## src/rtl/lcd_char_responder_if.sv

```systemverilog
`default_nettype none
// ============================================================================
// Module   : lcd_char_responder_if
// Brief    : CPU-to-LCD byte handshake bundle (character byte, strobe, ready).
// Revision : 1.0
// ============================================================================
interface lcd_char_responder_if;
  logic [7:0] iData;
  logic       iData_Ready;
  logic       oReadyForData;

  modport master (output iData, output iData_Ready, input oReadyForData);
  modport slave  (input iData, input iData_Ready, output oReadyForData);
endinterface
`default_nettype wire

```

## src/rtl/lcd_char_responder.sv

```systemverilog
`default_nettype none
// ============================================================================
// Module   : lcd_char_responder
// Brief    : HD44780 4-bit init plus one-character-per-handshake LCD writer.
//            Optional line wrap (0xC0 / 0x80 insertion) under LCD_LINE_WRAP_EN.
// Revision : 1.0
// ============================================================================
module lcd_char_responder #(
  parameter int T_PWRUP = 750000,
  parameter int T_INIT1 = 205000,
  parameter int T_INIT2 = 5000,
  parameter int T_CMD   = 2000,
  parameter int T_NIB   = 50,
  parameter int T_CLR   = 82000
) (
  input  wire logic            clk,
  input  wire logic            rst_n,
  lcd_char_responder_if.slave  cpu,
  output logic                 oLCD_Enabled,
  output logic                 oLCD_RegisterSelect,
  output logic                 oLCD_ReadWrite,
  output logic                 oLCD_StrataFlashControl,
  output logic [3:0]           oLCD_Data
);

  localparam int CNT_W = 20;

  // A nibble write spans 16 counts: 1 load, 2 setup, 12 E-high, 1 hold.
  localparam logic [CNT_W-1:0] c_sendLoad = CNT_W'(15);
  localparam logic [CNT_W-1:0] c_eFirst   = CNT_W'(13);
  localparam logic [CNT_W-1:0] c_eLast    = CNT_W'(2);

  typedef enum logic [3:0] {
    PWRUP   = 4'd0,
    INIT    = 4'd1,
    CONFIG  = 4'd2,
    IDLE    = 4'd3,
    SEND_HI = 4'd4,
    GAP     = 4'd5,
    SEND_LO = 4'd6,
    WAIT    = 4'd7
  } state_t;

  state_t           r_state, w_state;
  logic [CNT_W-1:0] r_cnt, w_cnt;
  logic [2:0]       r_step, w_step;
  logic             r_waiting, w_waiting;
  logic [7:0]       r_byte, w_byte;
  logic             r_isCmd, w_isCmd;
  logic             r_lcdE, r_lcdRs;
  logic [3:0]       r_lcdData;

  logic             w_done;
  logic [CNT_W-1:0] w_initWait, w_cfgWait;
  logic [3:0]       w_cfgNibble;
  logic             w_sending, w_rs;
  logic [3:0]       w_nibble;

`ifdef LCD_LINE_WRAP_EN
  logic [4:0]       r_col, w_col;
`endif

  function automatic logic [CNT_W-1:0] waitLoad(input int t);
    waitLoad = CNT_W'(t - 1);
  endfunction

  assign w_done = (r_cnt == '0);

  // Function set 0x28, entry mode 0x06, display on 0x0C, clear 0x01.
  always_comb begin
    w_cfgNibble = 4'h0;
    case (r_step)
      3'd0:    w_cfgNibble = 4'h2;
      3'd1:    w_cfgNibble = 4'h8;
      3'd3:    w_cfgNibble = 4'h6;
      3'd5:    w_cfgNibble = 4'hC;
      3'd7:    w_cfgNibble = 4'h1;
      default: w_cfgNibble = 4'h0;
    endcase
  end

  always_comb begin
    w_initWait = waitLoad(T_CMD);
    case (r_step)
      3'd0:    w_initWait = waitLoad(T_INIT1);
      3'd1:    w_initWait = waitLoad(T_INIT2);
      default: w_initWait = waitLoad(T_CMD);
    endcase
    if (r_step == 3'd7)
      w_cfgWait = waitLoad(T_CLR);
    else if (r_step[0])
      w_cfgWait = waitLoad(T_CMD);
    else
      w_cfgWait = waitLoad(T_NIB);
  end

  always_comb begin
    w_state   = r_state;
    w_cnt     = w_done ? r_cnt : r_cnt - CNT_W'(1);
    w_step    = r_step;
    w_waiting = r_waiting;
    w_byte    = r_byte;
    w_isCmd   = r_isCmd;
`ifdef LCD_LINE_WRAP_EN
    w_col     = r_col;
`endif
    case (r_state)
      PWRUP: begin
        // Counter is cleared by reset, so the power-up wait is armed here.
        if (!r_waiting) begin
          w_waiting = 1'b1;
          w_cnt     = waitLoad(T_PWRUP);
        end else if (w_done) begin
          w_state   = INIT;
          w_step    = 3'd0;
          w_waiting = 1'b0;
          w_cnt     = c_sendLoad;
        end
      end
      INIT: begin
        if (w_done) begin
          if (!r_waiting) begin
            w_waiting = 1'b1;
            w_cnt     = w_initWait;
          end else begin
            w_state   = (r_step == 3'd3) ? CONFIG : INIT;
            w_step    = (r_step == 3'd3) ? 3'd0 : r_step + 3'd1;
            w_waiting = 1'b0;
            w_cnt     = c_sendLoad;
          end
        end
      end
      CONFIG: begin
        if (w_done) begin
          if (!r_waiting) begin
            w_waiting = 1'b1;
            w_cnt     = w_cfgWait;
          end else if (r_step == 3'd7) begin
            w_state   = IDLE;
            w_waiting = 1'b0;
`ifdef LCD_LINE_WRAP_EN
            w_col     = 5'd0;
`endif
          end else begin
            w_step    = r_step + 3'd1;
            w_waiting = 1'b0;
            w_cnt     = c_sendLoad;
          end
        end
      end
      IDLE: begin
        if (cpu.iData_Ready) begin
          w_byte  = cpu.iData;
          w_isCmd = 1'b0;
          w_state = SEND_HI;
          w_cnt   = c_sendLoad;
        end
      end
      SEND_HI: if (w_done) begin w_state = GAP;     w_cnt = waitLoad(T_NIB); end
      GAP:     if (w_done) begin w_state = SEND_LO; w_cnt = c_sendLoad;      end
      SEND_LO: if (w_done) begin w_state = WAIT;    w_cnt = waitLoad(T_CMD); end
      WAIT: begin
        if (w_done) begin
          w_state = IDLE;
`ifdef LCD_LINE_WRAP_EN
          // 5-bit column wraps 31 -> 0 on its own; 16th and 32nd chars trigger a cursor move.
          if (!r_isCmd) begin
            w_col = r_col + 5'd1;
            if (r_col == 5'd15 || r_col == 5'd31) begin
              w_state = SEND_HI;
              w_cnt   = c_sendLoad;
              w_isCmd = 1'b1;
              w_byte  = (r_col == 5'd15) ? 8'hC0 : 8'h80;
            end
          end
`endif
        end
      end
      default: begin
        w_state   = PWRUP;
        w_waiting = 1'b0;
      end
    endcase
  end

  always_comb begin
    w_sending = 1'b0;
    w_nibble  = r_byte[7:4];
    w_rs      = 1'b0;
    case (r_state)
      INIT: begin
        w_sending = !r_waiting;
        w_nibble  = (r_step == 3'd3) ? 4'h2 : 4'h3;
      end
      CONFIG: begin
        w_sending = !r_waiting;
        w_nibble  = w_cfgNibble;
      end
      SEND_HI: begin
        w_sending = 1'b1;
        w_nibble  = r_byte[7:4];
        w_rs      = !r_isCmd;
      end
      SEND_LO: begin
        w_sending = 1'b1;
        w_nibble  = r_byte[3:0];
        w_rs      = !r_isCmd;
      end
      default: w_sending = 1'b0;
    endcase
  end

  always_ff @(posedge clk or negedge rst_n) begin
    if (!rst_n) begin
      r_state   <= PWRUP;
      r_cnt     <= '0;
      r_step    <= 3'd0;
      r_waiting <= 1'b0;
      r_byte    <= 8'h00;
      r_isCmd   <= 1'b0;
    end else begin
      r_state   <= w_state;
      r_cnt     <= w_cnt;
      r_step    <= w_step;
      r_waiting <= w_waiting;
      r_byte    <= w_byte;
      r_isCmd   <= w_isCmd;
    end
  end

`ifdef LCD_LINE_WRAP_EN
  always_ff @(posedge clk or negedge rst_n) begin
    if (!rst_n) r_col <= 5'd0;
    else        r_col <= w_col;
  end
`endif

  // Data/RS stay parked after a write, giving the hold cycle for free.
  always_ff @(posedge clk or negedge rst_n) begin
    if (!rst_n) begin
      r_lcdE    <= 1'b0;
      r_lcdRs   <= 1'b0;
      r_lcdData <= 4'h0;
    end else if (w_sending) begin
      r_lcdData <= w_nibble;
      r_lcdRs   <= w_rs;
      r_lcdE    <= (r_cnt <= c_eFirst) && (r_cnt >= c_eLast);
    end else begin
      r_lcdE    <= 1'b0;
    end
  end

  assign cpu.oReadyForData        = (r_state == IDLE);
  assign oLCD_Enabled             = r_lcdE;
  assign oLCD_RegisterSelect      = r_lcdRs;
  assign oLCD_Data                = r_lcdData;
  assign oLCD_ReadWrite           = 1'b0;
  assign oLCD_StrataFlashControl  = 1'b1;

endmodule
`default_nettype wire

```

## src/flat_wrapper.sv

```systemverilog
// flat-port wrapper written by rule: the top's interface ports become plain ports
module lcd_char_responder_flat 
#(
  parameter int T_PWRUP = 750000,
  parameter int T_INIT1 = 205000,
  parameter int T_INIT2 = 5000,
  parameter int T_CMD   = 2000,
  parameter int T_NIB   = 50,
  parameter int T_CLR   = 82000
)
  (clk, rst_n, oLCD_Enabled, oLCD_RegisterSelect, oLCD_ReadWrite, oLCD_StrataFlashControl, oLCD_Data, cpu_iData, cpu_iData_Ready, cpu_oReadyForData);
  lcd_char_responder_if cpu_i ();
  input  wire logic clk;
  input  wire logic rst_n;
  output logic oLCD_Enabled;
  output logic oLCD_RegisterSelect;
  output logic oLCD_ReadWrite;
  output logic oLCD_StrataFlashControl;
  output logic [3:0] oLCD_Data;
  input wire logic [$bits(cpu_i.iData)-1:0] cpu_iData;
  input wire logic [$bits(cpu_i.iData_Ready)-1:0] cpu_iData_Ready;
  output wire logic [$bits(cpu_i.oReadyForData)-1:0] cpu_oReadyForData;
  assign cpu_i.iData = cpu_iData;
  assign cpu_i.iData_Ready = cpu_iData_Ready;
  assign cpu_oReadyForData = cpu_i.oReadyForData;
  lcd_char_responder #(.T_PWRUP(T_PWRUP), .T_INIT1(T_INIT1), .T_INIT2(T_INIT2), .T_CMD(T_CMD), .T_NIB(T_NIB), .T_CLR(T_CLR)) u_core (.clk(clk), .rst_n(rst_n), .cpu(cpu_i), .oLCD_Enabled(oLCD_Enabled), .oLCD_RegisterSelect(oLCD_RegisterSelect), .oLCD_ReadWrite(oLCD_ReadWrite), .oLCD_StrataFlashControl(oLCD_StrataFlashControl), .oLCD_Data(oLCD_Data));
endmodule
```

## config.mk

```make
export PLATFORM = sky130hd
export DESIGN_NAME = lcd_char_responder_flat
export DESIGN_NICKNAME = d
export VERILOG_FILES = /design/src/rtl/lcd_char_responder_if.sv /design/src/rtl/lcd_char_responder.sv /design/src/flat_wrapper.sv
export SDC_FILE = /design/constraint.sdc
export NUM_CORES = 1
export LEC_CHECK = 0
export BUFFER_PORTS_ARGS = -buffer_cell sky130_fd_sc_hd__buf_2
export CORE_ASPECT_RATIO = 1.1
export CORE_MARGIN = 5
export CORE_UTILIZATION = 42
export DETAILED_ROUTE_END_ITERATION = 10
export SETUP_SLACK_MARGIN = 0.2
export SLEW_MARGIN = 20
export SYNTH_ARGS = -nofsm -noshare
export SYNTH_HDL_FRONTEND = slang
export SYNTH_SLANG_ARGS = --single-unit
```

## constraint.sdc

```tcl
create_clock -name clk -period 2.5 [get_ports clk]
set_input_delay 0.5 -clock clk [delete_from_list [all_inputs] [get_ports clk]]
set_output_delay 0.5 -clock clk [all_outputs]
set_load 0.02 [all_outputs]
```

==> results of run 1 <==
[worst register-to-register path: stages, from the launching register on]
cell and delay (ns):
dfrtp_1 0.49, nor4_4 0.41, nand3_2 0.19, nor2_2 0.22
buf_4 0.22, nand2_1 0.09, a41oi_1 0.26, o22ai_1 0.15
[path summary, 6_finish.rpt]
path                       cells past startpoint  slack (ns)                          to              from
setup / recovery                               7        0.35             u_core.r_cnt[6]   u_core.r_cnt[4]
hold / removal                                 1        0.14             u_core.r_cnt[2]             rst_n
setup reg to reg                               7        0.35             u_core.r_cnt[6]   u_core.r_cnt[4]
hold reg to reg                                1        0.51            u_core.r_byte[1]  u_core.r_byte[1]
max in group asynchronous                      2        1.68  u_core.oLCD_RegisterSelect             rst_n
min in group clk                               2        0.42            u_core.r_byte[5]      cpu_iData[5]
[power breakdown]
part / total, uW / switching [uW] / internal, uW
Sequential: 662 / 0 / 662
Combinational: 25.4 / 18.6 / 6.77
Clock: 561 / 262 / 299
Total: 1250 / 281 / 968
[kinds of logic (layout without fill, tap and decap cells)]
logic type                 Yosys count  after routing  synth area share (%)
other                                2              2                 0.244
DFF                                 41             41                  33.3
AOI/OAI and AO/OA                  119            119                  26.4
adders and majority gates           11             11                  4.47
muxes                                9              9                  3.29
buffers and inverters               36             60                  5.21
and+or+nand+nor                    139            139                  23.7
xor gates and xnor gates            12             12                  3.42
[state kept, by name (all words and copies together) (netlist names)]
register / flops
u_core.oLCD_Data: 4
u_core.r_state: 3
u_core.r_step: 3
u_core.r_byte: 8
u_core.r_waiting: 1
u_core.r_cnt: 20
u_core.oLCD_RegisterSelect: 1
u_core.oLCD_Enabled: 1
[layer usage]
layer,share of wire (%),vias up,routed length (um)
met5,0,-,0
met4,2.5,0,223
met3,4.9,25,441
met2,49,118,4430
met1,43,1460,3910
li1,-,1391,-
[placed cells by master (no fill, tap or decap), types with 6 or more instances in the layout]
cell type / synthesis / routed
nor2_1: 35 / 35
xor2_1: 6 / 6
xnor2_1: 6 / 6
buf_4: 3 / 23
buf_2: 5 / 17
dfrtp_1: 41 / 41
nand2_1: 48 / 47
a21oi_1: 22 / 22
mux2_2: 9 / 9
o21ai_1: 6 / 6
a21o_1: 6 / 6
ha_1: 11 / 11
nor3_1: 9 / 9
o22ai_1: 7 / 7
a31oi_1: 10 / 10
inv_1: 10 / 10
nand3_1: 10 / 10
o21ai_0: 28 / 28
[cells in the mapped netlist (2+ instances only)]
cell / instances / area (sq um)
a211oi_1: 3 / 22.5
a21o_1: 6 / 45.0
a21oi_1: 22 / 110
a22oi_1: 4 / 30.0
a311oi_1: 2 / 17.5
a31oi_1: 10 / 62.6
a32oi_1: 2 / 17.5
a41oi_1: 2 / 17.5
buf_1: 2 / 7.51
buf_2: 5 / 25.0
buf_4: 3 / 22.5
clkbuf_1: 13 / 48.8
conb_1: 2 / 7.51
dfrtp_1: 41 / 1030
ha_1: 11 / 138
inv_1: 10 / 37.5
mux2_2: 9 / 101
nand2_1: 48 / 180
nand2b_1: 3 / 18.8
nand3_1: 10 / 50.1
nand3_2: 2 / 20.0
nand4_1: 2 / 12.5
nor2_1: 35 / 131
nor2_2: 3 / 18.8
nor2b_1: 5 / 31.3
nor3_1: 9 / 45.0
nor4_1: 3 / 18.8
nor4_4: 2 / 42.5
o211ai_1: 5 / 37.5
o21ai_0: 28 / 140
o21ai_1: 6 / 30.0
o22ai_1: 7 / 43.8
o2bb2ai_1: 3 / 26.3
or3_1: 3 / 18.8
or4_1: 2 / 15.0
or4_4: 2 / 22.5
xnor2_1: 6 / 52.6
xor2_1: 6 / 52.6
[repair_timing]
action,4_1_cts,5_1_grt
gates resized for setup,0,1
setup endpoints to repair,0,4
endpoints found under the hold margin,0,0
setup buffers,0,0
[cell type report]
class                      instances  share of cell area, %
timing repair buffer              40                   7.49
sequential                        41                   29.8
clock inverter                     3                   1.34
multi-input combinational        292                   55.0
clock buffer                       5                   2.00
tap                               85                   3.09
inverter                          12                   1.31
[stage by stage]
stage,hold WS (ns),instance area (sq um)
global route,0.170,3440
global placement,0.491,3330
detailed placement,0.489,3330
finish,0.140,3440
floorplan,0.204,3080
CTS,0.158,3440
==> results.cfg, run 1 <==
[run_status]
status = finished, final reports clean

[critical_path]
crit_buf_inv = 1
crit_fanout = 11
critPathLaunchType = flip-flop
required_ns = 2.67
cpLargestDelayFamily = simple AND/OR/NAND/NOR gates
cp.arrival_ns = 2.33
endpoint_kind = flip-flop
path_cells = nor4_4, nand3_2, nor2_2, buf_4, nand2_1, a41oi_1, o22ai_1
crit_path_top_delay_cell = dfrtp_1
criticalPathCategory = flip-flop to flip-flop
max_stage_delay_ns = 0.49

[global_route]
grt_pass1_vias = 2914
gr-usage-met2_pct = 33.7
antenna_found_initial = 0
grt-busiest-layer = met2
grt_pass1_wl_um = 15000
use_met3_pct = 2.95
grt_max_degree = 25
grt.total_usage_pct = 20.3
grt-ovfl-total = 0
grt_util_met1_pct = 26.8

[synthesis]
synth_area_sq_um = 3080
synth-async-reset-ratio_pct = 100
syn-num-nets = 391
syn-mean-instance-area_sq_um = 8.34
synthFlopType = dfrtp_1
synth_cell_type_count = 70
ys_seq_area_share_pct = 33.3
yosysWarnings = 0
synth_cells = 369
synth_seq_cells = 41
synth_edf_count = 0

[sta]
max_freq_mhz = 464
rsz0062_at_grt = false
final.setup.tns_ns = 0
tightestPinTransition_ns = 0.508
slew_headroom_pct = 65.9
setup_viol = 0
setup_slack_ns = 0.346
hold_viol = 0
period_needed_ns = 2.15
post-route-period-util_pct = 86.2
skew_ns = 0.00564
slew_viol_final = 0

[placement]
dp_hpwl_um = 6770
dp_worst_setup_slack_ns = 0.325
routabilityCongestion = 0.956
io_buffer_count = 17
dp.cells = 470

[clock_network]
ctsHoldBuffers = 0
cts.sinks = 41
clk_pin_slew_ns = 0.09
tritoncts = done
clockBufferDepth = 2
root_buffer = clkbuf_8
clkLatencyLatePin_ns = 0.30
cts.htree.levels = 2
numCtsBuffers = 5

[final_layout]
final_cells = 478
drive_above_1_share_pct = 19.8
regArea_sq_um = 1030
multi_input_area_sq_um = 1890
antenna-diode-count = 0
area_growth_pct = 11.9
n_fill_cell = 725
final_nets = 414
fin_util_pct = 48.6

[route]
viasPerCell = 6.26
drc_errors = 0
wl_per_cell_um = 18.8
num_vias = 2994
drt-pass1-iter-count = 5
ant_nets = 0
wl_um = 9000
first_iter_violations = 463

[pwr]
finalPower_uw = 1250
powerDensity_nw_per_um2 = 363
power.leakage_uw = 0.00140
ir_drop_mv = 0.281

[die]
pin_count = 20
die_y_um = 99.8
fp.dieW_um = 91.6
design.die.area_sq_um = 9140
rows = 32
initial_core_util_pct = 43.4
fp.coreArea_sq_um = 7090

[hold_path]
hold_class = input pin to async pin

[flow_run]
cap_viol_max_count = 0
Power figures use the tool's default switching activity.
==> run 2, diff against run 1 <==
--- a/config.mk
+++ b/config.mk
@@ -8,8 +8,9 @@
 export BUFFER_PORTS_ARGS = -buffer_cell sky130_fd_sc_hd__buf_2
 export CORE_ASPECT_RATIO = 1.1
 export CORE_MARGIN = 5
-export CORE_UTILIZATION = 42
+export CORE_UTILIZATION = 61
 export DETAILED_ROUTE_END_ITERATION = 10
+export PLACE_DENSITY = 0.8
 export SETUP_SLACK_MARGIN = 0.2
 export SLEW_MARGIN = 20
 export SYNTH_ARGS = -nofsm -noshare
==> run 2 against run 1 <==
  * Hold slack better by 0.18 ns
  * Flip-flop and latch count did not move
  * Wire length fell by 5.8%
  * Register-to-register slack hardly changed
  * Utilization rose by 19 points
  * Largest power group unchanged
  * Highest routed layer unchanged
==> results.cfg, run 2 (same netlist as run 1, synthesis figures left out) <==
[run_status]
status = finished, final reports clean

[route]
wl_um = 8470
num_vias = 2970
first_iter_violations = 252
ant_nets = 0
viasPerCell = 6.70
drt-pass1-iter-count = 6
wl_per_cell_um = 19.1
drc_errors = 0

[pwr]
power.leakage_uw = 0.00136
ir_drop_mv = 0.361
power.share.combinational_pct = 2.0
p_sw_uw = 259
sw_frac_of_total_pct = 22.5
clkPwrFrac_pct = 40.5
intPower_uw = 892
seq_power_share_pct = 57.5
powerDensity_nw_per_um2 = 344

[final_layout]
final_nets = 406
area_growth_pct = 8.91
antenna-diode-count = 0
final_cell_mix = nand2_1, dfrtp_1, nor2_1
top_register = u_core.r_cnt
largest_reg_flops = 20
final_common_cell = nand2_1
fin_area_sq_um = 3350
drive_above_1_share_pct = 19.0

[placement]
routabilityCongestion = 0.924
dp_hpwl_um = 6250
io_buffer_count = 17
placed_area_sq_um = 3240

[flow_run]
cap_viol_max_count = 0

[critical_path]
required_ns = 2.73
cpLargestDelayFamily = simple AND/OR/NAND/NOR gates
max_stage_delay_ns = 0.47
crit_buf_inv = 0
critPathMostFrequentCell = nand2_1
crit_fanout = 11
endpoint_kind = flip-flop
path_cells = ha_1, ha_2, nand2_1, o211ai_1, nand2_1, nand2_1, o211ai_1, nor2_1
critPathLaunchType = flip-flop
cp.arrival_ns = 2.38
crit_path_top_delay_cell = dfrtp_2
criticalPathCategory = flip-flop to flip-flop

[sta]
rsz0062_at_grt = true
skew_ns = 0.0112
slew_headroom_pct = 38.7
period_needed_ns = 2.15
hold_viol = 0
setup_viol = 0
tightestPinTransition_ns = 0.920
slew_viol_final = 0
final.setup.tns_ns = 0
fin_worst_hold_slack_ns = 0.323
max_freq_mhz = 465
post-route-period-util_pct = 86.0

[clock_network]
numCtsBuffers = 5
tritoncts = done
clkLatencyLatePin_ns = 0.30
cts.sinks = 41
clockBufferDepth = 2
cts.htree.levels = 2
root_buffer = clkbuf_8
clk_pin_slew_ns = 0.09

[global_route]
grt-ovfl-total = 0
grt_pass1_wl_um = 14200
antenna_found_initial = 0
grt.total_usage_pct = 26.8
grt_max_degree = 42
grt_pass1_vias = 2851

[die]
design.die.area_sq_um = 6570
fp.coreArea_sq_um = 4970
rows = 27
die_y_um = 84.5
fp.dieW_um = 77.7
pin_count = 20
initial_core_util_pct = 62.0

[hold_path]
hold_class = input pin to async pin
run 2: per-stage QoR:
stage / power [uW] / setup slack, ns / utilization (%) / cells
3_3_place_gp: 699 / 0.247 / 65.2 / 434
5_1_grt: 1190 / 0.187 / 67.5 / 443
2_1_floorplan: 681 / 0.598 / - / 369
6_report: 1150 / 0.350 / 67.5 / 443
3_5_place_dp: 700 / 0.216 / 65.2 / 434
4_1_cts: 1160 / 0.240 / 67.3 / 443
run 2: what timing repair did:
item | CTS | global route
hold buffers | 0 | 0
setup buffers | 1 | 0
setup endpoints to repair | 2 | 11
hold endpoints to repair | 0 | 0
pin swaps | 1 | 0
resized for setup | 0 | 4
run 2: layer usage:
metal	vias up	part of all wire [%]	global-route usage [%]
li1	1379	-	-
met1	1375	39	33.4
met2	184	48	44.3
met3	32	8.2	5.15
met4	0	4.3	12.7
met5	-	0	0
run 2: final cells by class:
| type | count | area [sq um] |
|---|---|---|
| clock buffers | 6 | 82.6 |
| clock inverters | 2 | 13.8 |
| fillers | 425 | 1620 |
| inverters | 12 | 45.0 |
| multi-input cells | 292 | 1900 |
| flip-flops and latches | 41 | 1030 |
| well taps | 58 | 72.6 |
| repair buffers | 32 | 210 |
run 2: worst reg2reg max path, stage by stage, from the launching register on:
cell and delay (ns):
dfrtp_2 0.47, ha_1 0.24, ha_2 0.29, nand2_1 0.20, o211ai_1 0.31, nand2_1 0.17
nand2_1 0.10, o211ai_1 0.14, nor2_1 0.16
run 2: path summary, 6_finish.rpt:
kind | startpoint | to | slack, ns | cells past startpoint
max | u_core.r_step[0] | u_core.r_cnt[11] | 0.35 | 8
min | rst_n | u_core.r_cnt[3] | 0.32 | 1
max reg2reg | u_core.r_step[0] | u_core.r_cnt[11] | 0.35 | 8
min reg2reg | u_core.oLCD_Data[2] | u_core.oLCD_Data[2] | 0.51 | 1
max in group asynchronous | rst_n | u_core.r_step[0] | 1.53 | 1
min in group clk | cpu_iData[7] | u_core.r_byte[7] | 0.43 | 2
run 2: power by group through the flow:
stage                     Clock [uW]  Sequential, uW  Combinational, uW
after floorplan                    0             676               5.41
after global placement             0             676               23.6
after detailed placement           0             676               24.5
after CTS                        473             662               24.5
after global routing             501             663               27.9
final                            466             662               23.1
